## src/rtl/funct_generator_sched_if.sv

```systemverilog
// Bundle of the control, configuration and generator-side signals of
// funct_generator_sched. The master side is the host/control logic
// (plus the downstream FIFO flag); the slave side is the scheduler.
interface funct_generator_sched_if #(
  parameter int INT_BITS  = 8,
  parameter int DIV_WIDTH = 16,
  parameter int LEN_WIDTH = 16
);
  logic                 start_i;
  logic                 stop_i;
  logic                 cfg_req_i;
  logic [1:0]           cfg_sel_i;
  logic [INT_BITS-1:0]  cfg_amp_i;
  logic [DIV_WIDTH-1:0] cfg_div_i;
  logic [LEN_WIDTH-1:0] cfg_len_i;
  logic                 fifo_full_i;

  logic                 gen_enh_conf_o;
  logic                 gen_en_low_o;
  logic [1:0]           gen_sel_o;
  logic [INT_BITS-1:0]  gen_amp_o;
  logic                 sample_stb_o;
  logic [LEN_WIDTH-1:0] sample_cnt_o;
  logic                 busy_o;
  logic                 done_o;
  logic                 cfg_rej_o;
  logic                 timeout_o;

  modport master (
    output start_i, stop_i, cfg_req_i, cfg_sel_i, cfg_amp_i, cfg_div_i,
           cfg_len_i, fifo_full_i,
    input  gen_enh_conf_o, gen_en_low_o, gen_sel_o, gen_amp_o, sample_stb_o,
           sample_cnt_o, busy_o, done_o, cfg_rej_o, timeout_o
  );

  modport slave (
    input  start_i, stop_i, cfg_req_i, cfg_sel_i, cfg_amp_i, cfg_div_i,
           cfg_len_i, fifo_full_i,
    output gen_enh_conf_o, gen_en_low_o, gen_sel_o, gen_amp_o, sample_stb_o,
           sample_cnt_o, busy_o, done_o, cfg_rej_o, timeout_o
  );
endinterface

```

## src/rtl/funct_generator_sched.sv

```systemverilog
// funct_generator_sched: configures the function generator, paces sample
// production at div+1 cycles per sample, throttles on FIFO full and stops
// after a programmed burst length (len = 0 runs until stopped).
// Optional macro SCHED_WATCHDOG_EN: aborts a stall lasting STALL_LIMIT cycles
// with a timeout_o pulse alongside done_o.
//
// state  | meaning
// IDLE   | waiting for cfg_req_i or start_i
// CONFIG | two-cycle configuration window, gen_enh_conf_o high
// RUN    | divider counting, sample issued on each tick
// STALL  | tick pending while the FIFO is full
// DONE   | one-cycle end-of-burst, done_o high
module funct_generator_sched #(
  parameter int INT_BITS    = 8,
  parameter int DIV_WIDTH   = 16,
  parameter int LEN_WIDTH   = 16,
  parameter int STALL_LIMIT = 1024
) (
  input logic clk,
  input logic rst,
  funct_generator_sched_if.slave bus
);

  typedef enum logic [2:0] {IDLE, CONFIG, RUN, STALL, DONE} state_t;

  state_t               state_q, state_d;
  logic                 cfg_phase_q;
  logic [1:0]           sel_q;
  logic [INT_BITS-1:0]  amp_q;
  logic [DIV_WIDTH-1:0] div_q, div_cnt_q;
  logic [LEN_WIDTH-1:0] len_q, cnt_q, cnt_inc;
  logic                 enh_q, busy_q, done_q, rej_q;
  logic                 tick, last, issue, wd_fire;

  assign tick    = (div_cnt_q == '0);
  assign cnt_inc = cnt_q + 1'b1;
  // The sample being issued this cycle is the final one of a bounded burst.
  assign last    = (len_q != '0) && (cnt_inc == len_q);

`ifdef SCHED_WATCHDOG_EN
  localparam int SW = $clog2(STALL_LIMIT + 1);
  logic [SW-1:0] stall_cnt_q;
  logic          timeout_q;

  // Stall counter: zero outside STALL, so it is clear on every STALL entry.
  always_ff @(posedge clk or posedge rst) begin
    if (rst) begin
      stall_cnt_q <= '0;
      timeout_q   <= 1'b0;
    end else begin
      stall_cnt_q <= (state_q == STALL) ? stall_cnt_q + 1'b1 : '0;
      timeout_q   <= wd_fire;
    end
  end

  assign bus.timeout_o = timeout_q;
`else
  logic [31:0] unused_stall_limit;
  assign unused_stall_limit = STALL_LIMIT;
  assign bus.timeout_o      = 1'b0;
`endif

  // Next-state decode plus the combinational sample-issue decision.
  always_comb begin
    state_d = state_q;
    issue   = 1'b0;
    wd_fire = 1'b0;
    case (state_q)
      IDLE: begin
        if (bus.cfg_req_i)    state_d = CONFIG;
        else if (bus.start_i) state_d = RUN;
      end
      CONFIG: begin
        if (cfg_phase_q) state_d = IDLE;
      end
      RUN: begin
        if (bus.stop_i) begin
          state_d = DONE;
        end else if (tick) begin
          if (bus.fifo_full_i) begin
            state_d = STALL;
          end else begin
            issue = 1'b1;
            if (last) state_d = DONE;
          end
        end
      end
      STALL: begin
        if (bus.stop_i) begin
          state_d = DONE;
        end else if (!bus.fifo_full_i) begin
          issue   = 1'b1;
          state_d = last ? DONE : RUN;
        end
`ifdef SCHED_WATCHDOG_EN
        else if (stall_cnt_q == SW'(STALL_LIMIT - 1)) begin
          wd_fire = 1'b1;
          state_d = DONE;
        end
`endif
      end
      DONE:    state_d = IDLE;
      default: state_d = IDLE;
    endcase
  end

  // State register and registered status outputs.
  always_ff @(posedge clk or posedge rst) begin
    if (rst) begin
      state_q     <= IDLE;
      cfg_phase_q <= 1'b0;
      enh_q       <= 1'b0;
      busy_q      <= 1'b0;
      done_q      <= 1'b0;
      rej_q       <= 1'b0;
    end else begin
      state_q     <= state_d;
      cfg_phase_q <= (state_q == CONFIG) && !cfg_phase_q;
      enh_q       <= (state_d == CONFIG);
      busy_q      <= (state_d == RUN) || (state_d == STALL);
      done_q      <= (state_d == DONE);
      rej_q       <= bus.cfg_req_i && (state_q != IDLE);
    end
  end

  // Shadow configuration registers, loaded only from IDLE.
  always_ff @(posedge clk or posedge rst) begin
    if (rst) begin
      sel_q <= '0;
      amp_q <= '0;
      div_q <= '0;
      len_q <= '0;
    end else if (state_q == IDLE && bus.cfg_req_i) begin
      sel_q <= bus.cfg_sel_i;
      amp_q <= bus.cfg_amp_i;
      div_q <= bus.cfg_div_i;
      len_q <= bus.cfg_len_i;
    end
  end

  // Rate divider and sample counter; the divider holds while stalled or stopping.
  always_ff @(posedge clk or posedge rst) begin
    if (rst) begin
      div_cnt_q <= '0;
      cnt_q     <= '0;
    end else if (state_q == IDLE && !bus.cfg_req_i && bus.start_i) begin
      div_cnt_q <= '0;
      cnt_q     <= '0;
    end else if (issue) begin
      div_cnt_q <= div_q;
      cnt_q     <= cnt_inc;
    end else if (state_q == RUN && !bus.stop_i && !tick) begin
      div_cnt_q <= div_cnt_q - 1'b1;
    end
  end

  assign bus.gen_enh_conf_o = enh_q;
  assign bus.gen_en_low_o   = !issue;
  assign bus.sample_stb_o   = issue;
  assign bus.gen_sel_o      = sel_q;
  assign bus.gen_amp_o      = amp_q;
  assign bus.sample_cnt_o   = cnt_q;
  assign bus.busy_o         = busy_q;
  assign bus.done_o         = done_q;
  assign bus.cfg_rej_o      = rej_q;

endmodule

```

## src/flat_wrapper.sv

```systemverilog
// flat-port wrapper written by rule: the top's interface ports become plain ports
module funct_generator_sched_flat 
#(
  parameter int INT_BITS    = 8,
  parameter int DIV_WIDTH   = 16,
  parameter int LEN_WIDTH   = 16,
  parameter int STALL_LIMIT = 1024
)
  (clk, rst, bus_start_i, bus_stop_i, bus_cfg_req_i, bus_cfg_sel_i, bus_cfg_amp_i, bus_cfg_div_i, bus_cfg_len_i, bus_fifo_full_i, bus_gen_enh_conf_o, bus_gen_en_low_o, bus_gen_sel_o, bus_gen_amp_o, bus_sample_stb_o, bus_sample_cnt_o, bus_busy_o, bus_done_o, bus_cfg_rej_o, bus_timeout_o);
  funct_generator_sched_if #(.INT_BITS(INT_BITS), .DIV_WIDTH(DIV_WIDTH), .LEN_WIDTH(LEN_WIDTH)) bus_i ();
  input logic clk;
  input logic rst;
  input wire logic [$bits(bus_i.start_i)-1:0] bus_start_i;
  input wire logic [$bits(bus_i.stop_i)-1:0] bus_stop_i;
  input wire logic [$bits(bus_i.cfg_req_i)-1:0] bus_cfg_req_i;
  input wire logic [$bits(bus_i.cfg_sel_i)-1:0] bus_cfg_sel_i;
  input wire logic [$bits(bus_i.cfg_amp_i)-1:0] bus_cfg_amp_i;
  input wire logic [$bits(bus_i.cfg_div_i)-1:0] bus_cfg_div_i;
  input wire logic [$bits(bus_i.cfg_len_i)-1:0] bus_cfg_len_i;
  input wire logic [$bits(bus_i.fifo_full_i)-1:0] bus_fifo_full_i;
  output wire logic [$bits(bus_i.gen_enh_conf_o)-1:0] bus_gen_enh_conf_o;
  output wire logic [$bits(bus_i.gen_en_low_o)-1:0] bus_gen_en_low_o;
  output wire logic [$bits(bus_i.gen_sel_o)-1:0] bus_gen_sel_o;
  output wire logic [$bits(bus_i.gen_amp_o)-1:0] bus_gen_amp_o;
  output wire logic [$bits(bus_i.sample_stb_o)-1:0] bus_sample_stb_o;
  output wire logic [$bits(bus_i.sample_cnt_o)-1:0] bus_sample_cnt_o;
  output wire logic [$bits(bus_i.busy_o)-1:0] bus_busy_o;
  output wire logic [$bits(bus_i.done_o)-1:0] bus_done_o;
  output wire logic [$bits(bus_i.cfg_rej_o)-1:0] bus_cfg_rej_o;
  output wire logic [$bits(bus_i.timeout_o)-1:0] bus_timeout_o;
  assign bus_i.start_i = bus_start_i;
  assign bus_i.stop_i = bus_stop_i;
  assign bus_i.cfg_req_i = bus_cfg_req_i;
  assign bus_i.cfg_sel_i = bus_cfg_sel_i;
  assign bus_i.cfg_amp_i = bus_cfg_amp_i;
  assign bus_i.cfg_div_i = bus_cfg_div_i;
  assign bus_i.cfg_len_i = bus_cfg_len_i;
  assign bus_i.fifo_full_i = bus_fifo_full_i;
  assign bus_gen_enh_conf_o = bus_i.gen_enh_conf_o;
  assign bus_gen_en_low_o = bus_i.gen_en_low_o;
  assign bus_gen_sel_o = bus_i.gen_sel_o;
  assign bus_gen_amp_o = bus_i.gen_amp_o;
  assign bus_sample_stb_o = bus_i.sample_stb_o;
  assign bus_sample_cnt_o = bus_i.sample_cnt_o;
  assign bus_busy_o = bus_i.busy_o;
  assign bus_done_o = bus_i.done_o;
  assign bus_cfg_rej_o = bus_i.cfg_rej_o;
  assign bus_timeout_o = bus_i.timeout_o;
  funct_generator_sched #(.INT_BITS(INT_BITS), .DIV_WIDTH(DIV_WIDTH), .LEN_WIDTH(LEN_WIDTH), .STALL_LIMIT(STALL_LIMIT)) u_core (.clk(clk), .rst(rst), .bus(bus_i));
endmodule
```

## config.mk

```make
export PLATFORM = sky130hd
export DESIGN_NAME = funct_generator_sched_flat
export DESIGN_NICKNAME = d
export VERILOG_FILES = /design/src/rtl/funct_generator_sched_if.sv /design/src/rtl/funct_generator_sched.sv /design/src/flat_wrapper.sv
export SDC_FILE = /design/constraint.sdc
export NUM_CORES = 1
export LEC_CHECK = 0
export BUFFER_PORTS_ARGS = -buffer_cell sky130_fd_sc_hd__buf_2
export CAP_MARGIN = 20
export CORE_AREA = 2 2 116 90
export CTS_BUF_LIST = sky130_fd_sc_hd__clkbuf_8
export DETAILED_ROUTE_END_ITERATION = 7
export DIE_AREA = 0 0 118 92
export PLACE_DENSITY = 0.66
export SETUP_SLACK_MARGIN = 0.5
export SLEW_MARGIN = 20
export SYNTH_ARGS = -nofsm -noshare
export SYNTH_HDL_FRONTEND = slang
export SYNTH_SLANG_ARGS = --single-unit
```

## constraint.sdc

```tcl
create_clock -name clk -period 4.3 [get_ports clk]
set_input_delay 0.86 -clock clk [delete_from_list [all_inputs] [get_ports clk]]
set_output_delay 0.86 -clock clk [all_outputs]
set_load 0.03 [all_outputs]
```

==> reports/results.ini, run 1 <==
[setup_path]
cp_slowest_cell=or3b_1
cpLargestDelayFamily=simple AND/OR/NAND/NOR gates
cp_num_buf_inv=3
worst_ep_required_time_ps=3440
startpoint_type=register
cp-end-kind=output pin
crit_path_max_incr_delay_ps=520
crit_arrival_ps=2570
path_class=reg2out
cp_max_fo=26
path_cells=inv_1 -> ha_1 -> or3b_1 -> nor4_4 -> o21ai_2 -> buf_4 -> buf_2

[placement]
place_ws_ps=1150
place_congestion=0.849
dp_hpwl_um=6840
io_buffers=79
dpl.cell_count=598

[final_layout]
areaGrowthSynthToFinish_pct=14.5
fin_util_pct=49.7
drive_above_1_share_pct=33.1
stdcell_count=614
final_cell_mix=dfrtp_1, buf_2, mux2_2
final_common_cell=dfrtp_1
nets=523
diodes=0

[detailed_routing]
viasPerCell=5.55
num_vias=3409
drt-pass1-iter-count=4
wl_um=9860
drcViolationCount=0
wl_per_cell_um=16.1
drt_iter0_drc=233
final_antenna_net_count=0

[grt]
grt_pass1_wl_um=16600
grt_overflow=0
antenna_found_initial=0
grtUsageTotal_pct=19.1
grt_start_max_net_pins=53
grt_pass1_vias=3333

[clock_network]
ctsRootBufferMaster=clkbuf_8
clk_pin_slew_ps=80
holdBufCountCts=0
clockBufferDepth=2
cts.htree.levels=3
clk-insertion-delay-late_ps=370
cts_setup_buffers=0
numCtsBuffers=9
cts_tree=done
cts.sinks=82
cts_resized=0

[pwr]
seqPwrFrac_pct=41.3
p_sw_share_pct=39.7
comb_power_share_pct=43.1
powerDensity_mw_per_mm2=648
total_power_mw=3.18
clock_power_share_pct=15.6
peakVddDrop_v=0.000330
internal-power_mw=1.92
p_leak_nw=2.16
p_sw_mw=1.26

[floorplanning]
io_pins=81
fp.dieArea_sq_mm=0.0109
initial_core_util_pct=43.4
core_sq_mm=0.00989
die_h_um=92
num_rows=32
die_w_um=118

[timing]
tightest_slew_ps=1040
rsz0062_at_grt=no
slew_headroom_pct=30.4
finalMaxSlewViolations=0
setup_viol=0
finalCritPeriodShare_pct=79.7
fmax_ghz=0.292
period_minus_slack_ps=3430
finClkSkew_ps=11.8
finalHoldViolations=0
fin_ws_ps=871
finalSetupTns_ps=0

[logic_synthesis]
synth-edff-count=0
synth-async-reset-ratio_pct=100
synthFlopType=dfrtp_1
yosysSeqAreaShare_pct=47.8
syn_nets=453
synth_cell_type_count=56
ys_warn_count=0
synth.largest_area_cell=dfrtp_1
synth_area_leaders=dfrtp_1, mux2_2, xnor2_1
netlist_area_sq_mm=0.00429
syn_area_per_cell_sq_um=10.6
netlist.area_leader.share_pct=47.8
syn_inst=403
synth-seq-cells=82

[job]
cap_violations=0

[status]
status=finished clean

[worst_hold_path]
hold_class=reg2reg

[Yosys cell counts, types with 2 or more instances]
library cell,number
and2_1,4
o21ai_0,22
a211oi_1,2
nor4_1,11
ha_1,2
o31ai_1,5
nor2b_1,2
o211ai_1,5
and4_1,2
o2bb2ai_1,4
xnor2_1,16
o2111ai_1,2
xor2_1,8
o21ai_1,14
o211a_1,2
o22ai_1,6
nor4b_1,2
nand2_1,21
nor2_1,17
dfrtp_1,82
buf_2,5
nand4_1,8
and3_1,4
mux2i_1,3
mux2_2,42
nor3_1,11
buf_4,3
nor4_2,2
nand3b_1,5
or4_4,2
nand3_1,8
or2_2,3
inv_1,7
or3_1,4
o41ai_1,2
clkbuf_1,11
or4_1,2
a21oi_1,24
nor3b_1,6
buf_6,6
[worst paths after layout]
check	depth (start not counted)	to	slack [ps]	startpoint
min in group asynchronous	2	u_core.div_q[15]$_DFFE_PP0P_	650	rst
worst min-delay path	1	u_core.cfg_phase_q$_DFF_PP0_	450	u_core.cfg_phase_q$_DFF_PP0_
worst max register to register	9	u_core.div_cnt_q[13]$_DFFE_PP0P_	1630	u_core.div_cnt_q[0]$_DFFE_PP0P_
worst min register to register	1	u_core.cfg_phase_q$_DFF_PP0_	450	u_core.cfg_phase_q$_DFF_PP0_
worst max-delay path	7	bus_gen_en_low_o	870	u_core.div_cnt_q[0]$_DFFE_PP0P_
max in group asynchronous	3	u_core.div_cnt_q[2]$_DFFE_PP0P_	2740	rst
[metrics by stage]
step / hold WS, ps / area (sq um)
CTS: 449 / 4910
detailed placement: 410 / 4740
floorplan: 390 / 4290
finish: 450 / 4910
global route: 468 / 4910
global placement: 406 / 4740
[cells by family after synthesis]
| family | share of synthesized area [%] |
|---|---|
| simple gates | 17.5 |
| compound gates | 13.1 |
| flops | 47.8 |
| mux | 11.7 |
| buf+inv | 4.34 |
| xor+xnor | 4.90 |
| fa+ha+maj | 0.583 |
| other cells | 0.0874 |
[routing by layer]
layer,global-route usage [%],vias to the layer above,share of wire [%]
met2,28.0,104,44
met5,0,-,0
met3,5.47,12,5.9
met1,27.1,1669,48
met4,6.33,0,1.5
li1,-,1624,-
[state kept, by name (all words and copies together), names as in the netlist]
| register | cells |
|---|---|
| u_core.bus.gen_amp_o | 8 |
| u_core.len_q | 16 |
| u_core.cfg_phase_q | 1 |
| u_core.div_q | 16 |
| u_core.state_q | 3 |
| u_core.div_cnt_q | 16 |
| u_core.bus.gen_sel_o | 2 |
| u_core.bus.cfg_rej_o | 1 |
| u_core.bus.sample_cnt_o | 16 |
| u_core.bus.done_o | 1 |
| u_core.bus.gen_enh_conf_o | 1 |
| u_core.bus.busy_o | 1 |
[power by group through the flow]
stage          Clock, mW  Sequential [mW]  Combinational, mW
6_report           0.497             1.32               1.37
5_1_grt            0.550             1.36               1.51
4_1_cts            0.516             1.31               1.38
3_5_place_dp           0             1.33               1.37
3_3_place_gp           0             1.31               1.33
2_1_floorplan          0             1.39              0.986
[layout make-up]
cell class / instances / area, sq um
clock buffers: 10 / 138
clock inverters: 6 / 33.8
fillers: 953 / 4980
flip-flops and latches: 82 / 2050
repair buffers: 84 / 433
inverters: 8 / 31.3
multi-input cells: 288 / 2050
well taps: 136 / 170
[worst reg2reg max path, stage by stage, from the launching register on]
cell,delay [ps]
dfrtp_1,410
inv_1,90
ha_1,190
or3b_1,520
nor4b_4,440
a221o_1,220
buf_4,280
nand2_1,180
o21ai_0,120
o2bb2ai_1,140
Note: power is estimated with default switching activity, not from simulation.
==> run 2: changes to the inputs <==
==> constraint.sdc (replaced) <==
create_clock -name clk -period 3.4 [get_ports clk]
set_input_delay 0.68 -clock clk [delete_from_list [all_inputs] [get_ports clk]]
set_output_delay 0.68 -clock clk [all_outputs]
set_load 0.03 [all_outputs]
==> reports/results.ini, run 2 (synthesis results as in run 1) <==
[detailed_routing]
num_vias=3453  ; was 3409
drt-pass1-iter-count=4  ; unchanged
drt_iter0_drc=210  ; was 233
drcViolationCount=0  ; unchanged
viasPerCell=5.54  ; was 5.55
final_antenna_net_count=0  ; unchanged
wl_um=9870  ; was 9860 um
wl_per_cell_um=15.8  ; was 16.1 um

[grt]
grt_start_max_net_pins=44  ; was 53
grt_pass1_vias=3327  ; was 3333
grtUsageTotal_pct=19.5  ; was 19.1%
grt_pass1_wl_um=16800  ; was 16600 um
grt_overflow=0  ; unchanged
antenna_found_initial=0  ; unchanged

[clock_network]
clockBufferDepth=2  ; unchanged
clk_pin_slew_ps=90  ; was 80 ps
cts.htree.levels=3  ; unchanged
clk-insertion-delay-late_ps=370  ; about the same
numCtsBuffers=9  ; unchanged
ctsRootBufferMaster=clkbuf_8  ; unchanged
cts.sinks=82  ; unchanged
cts_tree=done  ; unchanged

[setup_path]
r2r-start=u_core.div_cnt_q[8]$_DFFE_PP0P_  ; was u_core.div_cnt_q[0]$_DFFE_PP0P_
reg2reg_slack_ps=810  ; was 1630 ps
cp-end-kind=output pin  ; unchanged
r2r_cells=8  ; was 9
crit_arrival_ps=2110  ; was 2570 ps
path_class=reg2out  ; unchanged
r2r-end=u_core.bus.sample_cnt_o[6]$_DFFE_PP0P_  ; was u_core.div_cnt_q[13]$_DFFE_PP0P_
cp_max_fo=5  ; was 26
startpoint_type=register  ; unchanged
worst_ep_required_time_ps=2720  ; was 3440 ps

[final_layout]
final_cell_mix=dfrtp_1, buf_2, mux2_2  ; unchanged
areaGrowthSynthToFinish_pct=18.6  ; was 14.5%
final_common_cell=dfrtp_1  ; unchanged
nets=533  ; was 523
diodes=0  ; unchanged
drive_above_1_share_pct=34.9  ; was 33.1%
stdcell_count=623  ; was 614

[pwr]
internal-power_mw=2.76  ; was 1.92 mW
p_sw_share_pct=36.9  ; was 39.7%
seqPwrFrac_pct=38.1  ; was 41.3%
peakVddDrop_v=0.000397  ; was 0.000330 V
p_leak_nw=2.24  ; was 2.16 nW
powerDensity_mw_per_mm2=859  ; was 648 mW/mm^2
comb_power_share_pct=40.9  ; was 43.1%
clock_power_share_pct=20.9  ; was 15.6%
p_sw_mw=1.61  ; was 1.26 mW

[timing]
period_minus_slack_ps=2790
finClkSkew_ps=17.5  ; was 11.8 ps
fmax_ghz=0.358
setup_viol=0  ; unchanged
rsz0062_at_grt=no  ; unchanged
finalHoldViolations=0  ; unchanged
finalCritPeriodShare_pct=82.2
finalMaxSlewViolations=0  ; unchanged
tightest_slew_ps=1010  ; was 1040 ps
finalSetupTns_ps=0  ; unchanged
slew_headroom_pct=33.0  ; was 30.4%

[floorplanning]
fp.dieArea_sq_mm=0.0109  ; unchanged
initial_core_util_pct=43.4  ; unchanged
die_w_um=118  ; unchanged
die_h_um=92  ; unchanged
io_pins=81  ; unchanged
core_sq_mm=0.00989  ; unchanged
num_rows=32  ; unchanged

[placement]
io_buffers=79  ; unchanged
dp_hpwl_um=6960  ; was 6840 um
dpl.cell_count=601  ; was 598
place_congestion=0.846  ; was 0.849

[job]
cap_violations=0  ; unchanged

[status]
status=finished clean  ; unchanged

[worst_hold_path]
hold_class=in2async  ; was reg2reg

run 2: stage by stage:
| step | area (sq um) | worst slack (ps) | hold WS [ps] | util [%] | power, mW |
|---|---|---|---|---|---|
| 2_1_floorplan | 4290 | 612 | 390 | - | 3.00 |
| 3_3_place_gp | 4760 | 780 | 405 | 48.2 | 3.35 |
| 3_5_place_dp | 4760 | 701 | 412 | 48.2 | 3.40 |
| 4_1_cts | 5050 | 528 | 297 | 51.1 | 4.36 |
| 5_1_grt | 5090 | 493 | 309 | 51.5 | 4.66 |
| 6_report | 5090 | 605 | 287 | 51.5 | 4.37 |
run 2: final cells by class:
cell class	count	area, sq um
clock buffers	9	124
clock inverters	6	130
fillers	904	4800
inverters	8	31.3
multi-input cells	288	2070
flip-flops and latches	82	2050
well taps	136	170
repair buffers	94	514
run 2: what timing repair did:
item	4_1_cts	5_1_grt
endpoints found under the setup margin	2	2
buffers inserted	3	4
gates resized for setup	2	4
pin swaps	2	2
hold buffers	0	0
run 2: power groups by stage:
stage | clock (mW) | combinational, mW | sequential [mW]
6_report | 0.915 | 1.79 | 1.67
5_1_grt | 0.976 | 1.96 | 1.72
4_1_cts | 0.935 | 1.76 | 1.66
3_5_place_dp | 0 | 1.72 | 1.68
3_3_place_gp | 0 | 1.69 | 1.66
2_1_floorplan | 0 | 1.25 | 1.75
run 2: worst max path at each step:
stage	start	endpoint	cells past startpoint	slack (ps)
2_1_floorplan	rst	u_core.bus.busy_o$_DFF_PP0_	1	610
3_3_place_gp	u_core.div_cnt_q[0]$_DFFE_PP0P_	bus_sample_stb_o	7	780
3_5_place_dp	u_core.div_cnt_q[0]$_DFFE_PP0P_	bus_sample_stb_o	7	700
4_1_cts	u_core.div_cnt_q[11]$_DFFE_PP0P_	bus_sample_stb_o	5	530
5_1_grt	u_core.div_cnt_q[0]$_DFFE_PP0P_	bus_sample_stb_o	7	490
6_report	u_core.div_cnt_q[8]$_DFFE_PP0P_	bus_gen_en_low_o	4	610
run 2: routing by layer:
| layer | up-vias | routed length (um) | GRT usage [%] |
|---|---|---|---|
| met4 | 0 | 115 | 6.33 |
| li1 | 1634 | - | - |
| met2 | 116 | 4410 | 28.5 |
| met5 | - | 0 | 0 |
| met1 | 1689 | 4750 | 28.1 |
| met3 | 14 | 596 | 5.04 |
run 2: worst max-delay path, cell delays in order (launching register included):
cell	delay, ps
dfrtp_1	430
or4_4	610
nor4_4	370
o21ai_4	120
buf_2	210
==> run 3: changes to the inputs <==
--- a/config.mk
+++ b/config.mk
@@ -5,13 +5,14 @@
 export SDC_FILE = /design/constraint.sdc
 export NUM_CORES = 1
 export LEC_CHECK = 0
+export ABC_AREA = 1
 export BUFFER_PORTS_ARGS = -buffer_cell sky130_fd_sc_hd__buf_2
 export CAP_MARGIN = 20
-export CORE_AREA = 2 2 116 90
+export CORE_AREA = 2 2 119 92
 export CTS_BUF_LIST = sky130_fd_sc_hd__clkbuf_8
 export DETAILED_ROUTE_END_ITERATION = 7
-export DIE_AREA = 0 0 118 92
-export PLACE_DENSITY = 0.66
+export DIE_AREA = 0 0 121 94
+export PLACE_DENSITY = 0.68
 export SETUP_SLACK_MARGIN = 0.5
 export SLEW_MARGIN = 20
 export SYNTH_ARGS = -nofsm -noshare
==> constraint.sdc (replaced) <==
create_clock -name clk -period 2.5 [get_ports clk]
set_input_delay 0.5 -clock clk [delete_from_list [all_inputs] [get_ports clk]]
set_output_delay 0.5 -clock clk [all_outputs]
set_load 0.03 [all_outputs]
==> reports/results.ini, run 3 <==
[timing]
setup_viol=0  ; unchanged
rsz0062_at_grt=yes  ; was no
finalHoldViolations=0  ; unchanged
finalCritPeriodShare_pct=88.8
finalSetupTns_ps=0  ; unchanged
period_minus_slack_ps=2220
fmax_ghz=0.450
finalMaxSlewViolations=0  ; unchanged
finClkSkew_ps=19.9  ; was 17.5 ps

[pwr]
p_leak_nw=2.90  ; was 2.24 nW
seqPwrFrac_pct=36.6  ; was 38.1%
internal-power_mw=3.52  ; was 2.76 mW
p_sw_mw=2.48  ; was 1.61 mW
clock_power_share_pct=17.2  ; was 20.9%
comb_power_share_pct=46.2  ; was 40.9%
p_sw_share_pct=41.3  ; was 36.9%
powerDensity_mw_per_mm2=1030  ; was 859 mW/mm^2
peakVddDrop_v=0.000683  ; was 0.000397 V

[clock_network]
cts.sinks=82  ; unchanged
ctsRootBufferMaster=clkbuf_8  ; unchanged
clk-insertion-delay-late_ps=370  ; about the same
numCtsBuffers=9  ; unchanged
clockBufferDepth=2  ; unchanged
cts_tree=done  ; unchanged
clk_pin_slew_ps=90  ; about the same
cts.htree.levels=3  ; unchanged

[placement]
io_buffers=79  ; unchanged
dpl_cell_area_sq_mm=0.00509  ; was 0.00476 sq mm
place_congestion=0.951  ; was 0.846
dp_hpwl_um=8150  ; was 6960 um

[logic_synthesis]
netlist_area_sq_mm=0.00451  ; was 0.00429 sq mm
synth-seq-cells=82  ; unchanged
synth-async-reset-ratio_pct=100  ; unchanged
syn_area_per_cell_sq_um=8.40  ; was 10.6 sq um
yosysSeqAreaShare_pct=45.5  ; was 47.8%
yosysMostFrequentCell=nand2_1  ; was dfrtp_1
ys_top_cells_by_count=nand2_1, dfrtp_1, inv_1, nor2_1, nand3_1  ; was dfrtp_1, mux2_2, a21oi_1, o21ai_0, nand2_1
ys_warn_count=0  ; unchanged
synth_area_leaders=dfrtp_1, nand2_1, mux2_2  ; was dfrtp_1, mux2_2, xnor2_1
synth-edff-count=0  ; unchanged
netlist.area_leader.share_pct=45.5  ; was 47.8%
synthFlopType=dfrtp_1  ; unchanged
syn_nets=587  ; was 453
syn_inst=537  ; was 403
synth_cell_type_count=41  ; was 56
synth.largest_area_cell=dfrtp_1  ; unchanged

[floorplanning]
io_pins=81  ; unchanged
die_w_um=121  ; was 118 um
core_sq_mm=0.0101  ; was 0.00989 sq mm
fp.dieArea_sq_mm=0.0114  ; was 0.0109 sq mm
initial_core_util_pct=44.6  ; was 43.4%
num_rows=32  ; unchanged
die_h_um=94  ; was 92 um

[detailed_routing]
drt-pass1-iter-count=4  ; unchanged
wl_um=12200  ; was 9870 um
final_antenna_net_count=0  ; unchanged
viasPerCell=5.24  ; was 5.54
wl_per_cell_um=15.5  ; was 15.8 um
num_vias=4123  ; was 3453
drcViolationCount=0  ; unchanged
drt_iter0_drc=284  ; was 210

[setup_path]
path_cells=nor2_4 -> nand3_2 -> nor3_2 -> nand2_1 -> nand2_2 -> nand2_8 -> clkinv_8 -> buf_8  ; was or4_4 -> nor4_4 -> o21ai_4 -> buf_2
crit_arrival_ps=1720  ; was 2110 ps
path_class=reg2out  ; unchanged
cp_slowest_cell=dfrtp_1  ; was or4_4
cp_max_fo=4  ; was 5
crit_path_max_incr_delay_ps=440  ; was 610 ps
worst_ep_required_time_ps=2000  ; was 2720 ps
cp-end-kind=output pin  ; unchanged
startpoint_type=register  ; unchanged

[final_layout]
nets=696  ; was 533
stdcell_area_sq_mm=0.00582  ; was 0.00509 sq mm
final_cell_mix=nand2_1, buf_2, dfrtp_1  ; was dfrtp_1, buf_2, mux2_2
final_common_cell=nand2_1  ; was dfrtp_1
areaGrowthSynthToFinish_pct=28.9  ; was 18.6%
diodes=0  ; unchanged
drive_above_1_share_pct=36.7  ; was 34.9%

[grt]
antenna_found_initial=0  ; unchanged
grt_pass1_wl_um=19100  ; was 16800 um
grt_overflow=0  ; unchanged
grtUsageTotal_pct=21.7  ; was 19.5%
grt_pass1_vias=3912  ; was 3327
grt_start_max_net_pins=83  ; was 44

[worst_hold_path]
hold_class=in2async  ; unchanged

[job]
cap_violations=0  ; unchanged

[status]
status=finished clean  ; unchanged

==> run 3: cells by family after synthesis <==
group                      share of synthesized area [%]
and+or+nand+nor                                     26.8
adders and majority gates                          0.554
DFF                                                 45.5
AOI/OAI and AO/OA                                   9.59
buffers and inverters                               7.21
muxes                                               6.96
xor gates and xnor gates                            3.33
other                                             0.0831
==> run 3: final timing paths <==
check	from	endpoint	slack, ps	depth (start not counted)
setup / recovery	u_core.div_cnt_q[5]$_DFFE_PP0P_	bus_sample_stb_o	280	8
hold reg to reg	u_core.cfg_phase_q$_DFF_PP0_	u_core.cfg_phase_q$_DFF_PP0_	440	1
min in group clk	bus_cfg_div_i[10]	u_core.div_q[10]$_DFFE_PP0P_	360	2
hold / removal	rst	u_core.bus.sample_cnt_o[0]$_DFFE_PP0P_	250	3
setup reg to reg	u_core.div_cnt_q[5]$_DFFE_PP0P_	u_core.div_cnt_q[6]$_DFFE_PP0P_	380	13
max in group asynchronous	rst	u_core.bus.sample_cnt_o[5]$_DFFE_PP0P_	1900	3
==> run 3: critical path, delay by kind of cell, from the launching register on <==
family	cells	cell delay [ps]
flip-flops	1	440
AND/OR/NAND/NOR	6	720
buffers and inverters	2	170
==> run 3: what timing repair did <==
item	4_1_cts	5_1_grt
gates cloned	0	1
gates resized for setup	38	45
pin swaps	11	21
setup buffers	14	12
setup endpoints to repair	37	37
endpoints found under the hold margin	0	0
hold buffers	0	0
==> run 3: metrics by stage <==
step	hold WS, ps	worst slack, ps	util (%)	cells	power (mW)
finish	253	280	57.4	787	6.00
global route	278	202	57.4	787	6.39
CTS	262	314	54.7	774	5.75
detailed placement	420	203	50.2	744	4.50
global placement	411	318	50.2	744	4.43
floorplan	390	518	-	537	3.89
==> run 3: area by class of cell <==
class | count | area [sq um]
clock buffers | 11 | 151
clock inverters | 5 | 60.1
fillers | 902 | 4310
inverters | 67 | 268
multi-input cells | 375 | 2380
flip-flops and latches | 82 | 2060
well taps | 136 | 170
repair buffers | 111 | 729
==> run 3: power by group through the flow <==
stage          logic (mW)  registers, mW  clock network (mW)
6_report             2.77           2.19                1.03
5_1_grt              3.03           2.24                1.11
4_1_cts              2.53           2.17                1.06
3_5_place_dp         2.32           2.19                   0
3_3_place_gp         2.26           2.17                   0
2_1_floorplan        1.55           2.34                   0
==> run 3: metal layers <==
layer / track usage [%] / share of wire, % / vias up
li1: - / - / 1982
met4: 6.59 / 2.0 / 0
met2: 33.5 / 45 / 158
met3: 5.58 / 6.9 / 25
met5: 0 / 0 / -
met1: 30.1 / 46 / 1958
